`config.mk`:
```
export PLATFORM = sky130hd
export DESIGN_NAME = reg_write_scoreboard
export DESIGN_NICKNAME = d
export VERILOG_FILES = /design/src/rtl/reg_write_scoreboard.sv
export SDC_FILE = /design/constraint.sdc
export NUM_CORES = 1
export LEC_CHECK = 0
export CORE_ASPECT_RATIO = 1.5
export CORE_MARGIN = 5
export CORE_UTILIZATION = 37
export DETAILED_ROUTE_END_ITERATION = 10
export SKIP_LAST_GASP = 1
export SLEW_MARGIN = 20
export SYNTH_ARGS = -nofsm -noshare
export SYNTH_HDL_FRONTEND = slang
export SYNTH_SLANG_ARGS = --single-unit
```
`constraint.sdc`:
```
create_clock -name clk -period 2.1 [get_ports clk]
set_input_delay 0.525 -clock clk [delete_from_list [all_inputs] [get_ports clk]]
set_output_delay 0.525 -clock clk [all_outputs]
set_load 0.02 [all_outputs]
```
`src/rtl/reg_write_scoreboard.sv`:
```
// reg_write_scoreboard: per-register in-flight write counters feeding a decode stall; optional write-back bypass via SCOREBOARD_WB_BYPASS_EN
module reg_write_scoreboard #(
  parameter int NREG  = 8,
  parameter int AW    = 3,
  parameter int CNT_W = 2
) (
  input  logic            clk,
  input  logic            rst,
  input  logic            issue_valid,
  input  logic            issue_regwr,
  input  logic [AW-1:0]   issue_rd,
  input  logic            rs_use,
  input  logic [AW-1:0]   rs,
  input  logic            rt_use,
  input  logic [AW-1:0]   rt,
  input  logic            wb_valid,
  input  logic [AW-1:0]   wb_rd,
  input  logic            flush,
  output logic            stall,
  output logic [NREG-1:0] pending,
  output logic            err
);
  localparam logic [CNT_W-1:0] MAX = '1;
  localparam logic [CNT_W-1:0] ONE = CNT_W'(1);
  logic [CNT_W-1:0] cnt     [NREG];
  logic [CNT_W-1:0] cnt_nxt [NREG];
  logic [NREG-1:0]  pend_nxt;
  logic             bypass_rs, bypass_rt;
  logic             hazard_rs, hazard_rt, full, issue_fire, wb_bad;
`ifdef SCOREBOARD_WB_BYPASS_EN
  // a read of a register retiring its last pending write this cycle gets forwarded data
  assign bypass_rs = wb_valid & (wb_rd == rs) & (cnt[rs] == ONE);
  assign bypass_rt = wb_valid & (wb_rd == rt) & (cnt[rt] == ONE);
`else
  assign bypass_rs = 1'b0;
  assign bypass_rt = 1'b0;
`endif
  // hazard detection and issue acceptance
  always_comb begin
    hazard_rs  = rs_use & (cnt[rs] != '0) & ~bypass_rs;
    hazard_rt  = rt_use & (cnt[rt] != '0) & ~bypass_rt;
    full       = issue_regwr & (cnt[issue_rd] == MAX);
    stall      = issue_valid & (hazard_rs | hazard_rt | full);
    issue_fire = issue_valid & issue_regwr & ~stall;
    wb_bad     = wb_valid & (cnt[wb_rd] == '0);
  end
  // counter next-state: issue adds, valid retire subtracts, flush clears everything
  always_comb begin
    for (int i = 0; i < NREG; i++) begin
      cnt_nxt[i] = cnt[i];
      if (issue_fire && issue_rd == AW'(i)) cnt_nxt[i] = cnt_nxt[i] + ONE;
      if (wb_valid && wb_rd == AW'(i) && cnt[i] != '0) cnt_nxt[i] = cnt_nxt[i] - ONE;
      if (flush) cnt_nxt[i] = '0;
      pend_nxt[i] = cnt_nxt[i] != '0;
    end
  end
  // state registers; err is sticky until reset and judged on pre-flush counters
  always_ff @(posedge clk) begin
    if (rst) begin
      for (int i = 0; i < NREG; i++) cnt[i] <= '0;
      pending <= '0;
      err     <= 1'b0;
    end else begin
      cnt     <= cnt_nxt;
      pending <= pend_nxt;
      err     <= err | wb_bad;
    end
  end
endmodule

```
==> flow_summary_export.csv <==
group,metric,value,unit
final_layout,fillers,500,
synthesis,syn_area,2090,um^2
grt,grt-busiest-layer,"met2",
worst_setup_path,cpMostUsedCell,"buf_6",
place,port-buffer-count,29,
worst_setup_path,required,1.57,ns
synthesis,syn_nets,285,
final_layout,diodes,0,
synthesis,synth-seq-cells,25,
synthesis,synth_ff_type,"dfxtp_1",
cts,htreeDepth,1,
timing,finalSetupViolCount,2,
power,p_sw_frac,0.287,
synthesis,yosysMostFrequentCell,"nand2_1",
power,p_leak,1.30,nW
power,finalPower,1.05,mW
worst_setup_path,end_kind,"output pin",
status,status,"complete, but fails checks",
final_layout,fin_nets,376,
synthesis,synth-edff-count,0,
grt,grt.met2_usage,0.297,
routing,wl,5910,um
floorplanning,die_area,7280,um^2
final_layout,final_cells,417,
timing,rsz0062_at_grt,"true",
synthesis,synth_top_area_share,0.239,
power,powerDensity,332,nW/um^2
cts,clock_path_buffers,2,
synthesis,synth_warnings,0,
grt,gr-usage-all-layers,0.174,
routing,via_per_inst,5.15,
power,comb_power_share,0.254,
floorplanning,ios,30,
worst_setup_path,worstSetupPathType,"primary input to output pin",
hold_path,hold_class,"flop to flop",
timing,finalCritPeriodShare,1.14,
routing,remaining_drc_errors,0,
timing,period_minus_slack,2.39,ns
routing,routedWlPerCell,14.2,um
cts,cts.sinks,25,
grt,use_met3,0.0335,
floorplanning,std_cell_rows,33,
place,gp_congestion,0.870,
flow_run,maxCapViolations,0,
final_layout,final_area,3160,um^2
grt,gr-usage-met1,0.202,
routing,ant_nets,0,
final_layout,post-route-util,0.575,
routing,vias,2146,
floorplanning,initial_utilization,0.381,
synthesis,yosysSeqAreaShare,0.239,
worst_setup_path,crit_slowest_cell,"mux4_2",
final_layout,area_delta_synth_final,51.0,%
timing,hold_viol_final,0,
worst_setup_path,critical_path.cell_chain,"buf_8 > buf_6 > nand3_2 > o31ai_2 > mux4_2 > a211oi_4 > nor2b_2 > buf_6",
place,dpl_cell_area,2880,um^2
place,placed_cells,409,
synthesis,synth_cell_type_count,46,
worst_setup_path,worstPathArrival,1.86,ns
grt,grt_overflow,0,
power,p_sw,301,uW
timing,whs,0.487,ns
timing,fmax,0.419,GHz
power,clockPowerShare,0.288,
worst_setup_path,cp_top_family,"multiplexers",
place,dp_hpwl,4720,um
timing,skew,0.00498,ns
power,internal-power,748,uW
power,p_seq_frac,0.458,
cts,insertion_delay,0.28,ns
cts,cts_buffers,3,
floorplanning,chipWidth,71.4,um
synthesis,synthArstFlopShare,0,
synthesis,avgSynthCellArea,8.14,um^2
cts,ctsRootBufferMaster,"clkbuf_8",
synthesis,yosys.area.top_type,"dfxtp_1",
routing,first_pass_iters,4,
grt,grt_pass1_vias,2130,
cts,clkTransAtPathRegs,0.10,ns
power,irDropWorstVdd,236,uV
status,violations,"setup timing",
floorplanning,die_h,102,um
timing,fin_ws,-0.286,ns
worst_setup_path,crit_fanout,5,
worst_setup_path,reg2reg_slack,0.01,ns
synthesis,synth_cells,257,
worst_setup_path,cp_slowest_stage_delay,0.51,ns
floorplanning,coreArea,5490,um^2
worst_setup_path,crit_buf_inv,3,
synthesis,ys_top_cells_by_count,"36 x nand2_1, 25 x dfxtp_1, 21 x xnor2_1, 19 x inv_1, 15 x nor3_1",
timing,slew_viol_final,0,
routing,drt_iter0_drc,85,
synthesis,synth_area_leaders,"dfxtp_1 24%, xnor2_1 8.8%, mux2i_1 6.7%",
grt,grt_max_degree,30,
timing,slew_headroom,0.729,
timing,worst_slew_pin_slew,0.406,ns
grt,antenna_found_initial,0,
final_layout,drive_above_1_share,0.346,
cts,cts_tree,"done",
grt,grt_first_pass_wirelength,9930,um
worst_setup_path,critPathLaunchType,"primary input",
tightest hold or removal path: stages (launching register included):
cell     delay [ns]
dfxtp_1        0.35
a21oi_1        0.04
nor2_1         0.07
power groups by stage:
stage / registers, mW / clock network [mW] / logic [mW]
2_1_floorplan: 0.495 / 0 / 0.112
3_3_place_gp: 0.492 / 0 / 0.234
3_5_place_dp: 0.492 / 0 / 0.235
4_1_cts: 0.481 / 0.320 / 0.246
5_1_grt: 0.481 / 0.335 / 0.287
6_report: 0.480 / 0.302 / 0.266
stage by stage:
| stage | worst slack, ns | setup TNS [ns] |
|---|---|---|
| global placement | -1.03 | -13.94 |
| detailed placement | -1.04 | -15.26 |
| finish | -0.286 | -0.301 |
| global route | -0.325 | -1.05 |
| floorplan | -0.0481 | -0.0481 |
| CTS | -0.309 | -0.309 |
final cells by class:
type / instances / area, um^2 / area share
clock buffers: 4 / 45.0 / 0.0143
inverters: 19 / 71.3 / 0.0226
multi-input cells: 204 / 1620 / 0.514
flip-flops and latches: 25 / 507 / 0.160
well taps: 70 / 87.6 / 0.0277
repair buffers: 95 / 823 / 0.261
cells by family (layout without fill, tap and decap cells):
| group | after synthesis | after routing | synth area share |
|---|---|---|---|
| flip-flops | 25 | 25 | 0.239 |
| AO/OA/AOI/OAI | 44 | 44 | 0.150 |
| multiplexers | 15 | 15 | 0.0778 |
| adder cells (fa/ha/maj) | 8 | 8 | 0.0479 |
| buffers and inverters | 28 | 118 | 0.0676 |
| AND/OR/NAND/NOR | 111 | 111 | 0.308 |
| XOR/XNOR | 26 | 26 | 0.109 |
worst paths after layout:
check                               to        start  cells past startpoint
worst max-delay path             stall  issue_rd[1]                      8
worst min-delay path               err          err                      2
worst max register to register  cnt[3]      cnt[10]                      9
worst min register to register     err          err                      2
state kept, by name, indices dropped and copies added, names as in the netlist:
register	count
cnt	16
pending	8
err	1
layout by cell type, fill, tap and decap left out, types with 8 or more instances in the layout:
master	count
buf_4	59
clkdlybuf4s50_1	16
dfxtp_1	22
ha_1	8
inv_1	19
mux2i_1	14
nand2_1	35
nor2_1	11
nor3_1	12
o21ai_0	10
xnor2_1	21
timing repair:
item / in CTS / in global routing
endpoints found under the setup margin: 25 / 20
buffers inserted: 0 / 3
hold buffers: 0 / 0
resized for setup: 38 / 35
pin swaps: 5 / 13
cloned: 1 / 0
layer usage:
metal  share of wire  wire (um)
met1            0.42       2510
met2            0.51       3010
met3           0.037        218
met4           0.030        180
met5               0          0
Note: power is estimated with default switching activity, not from simulation.
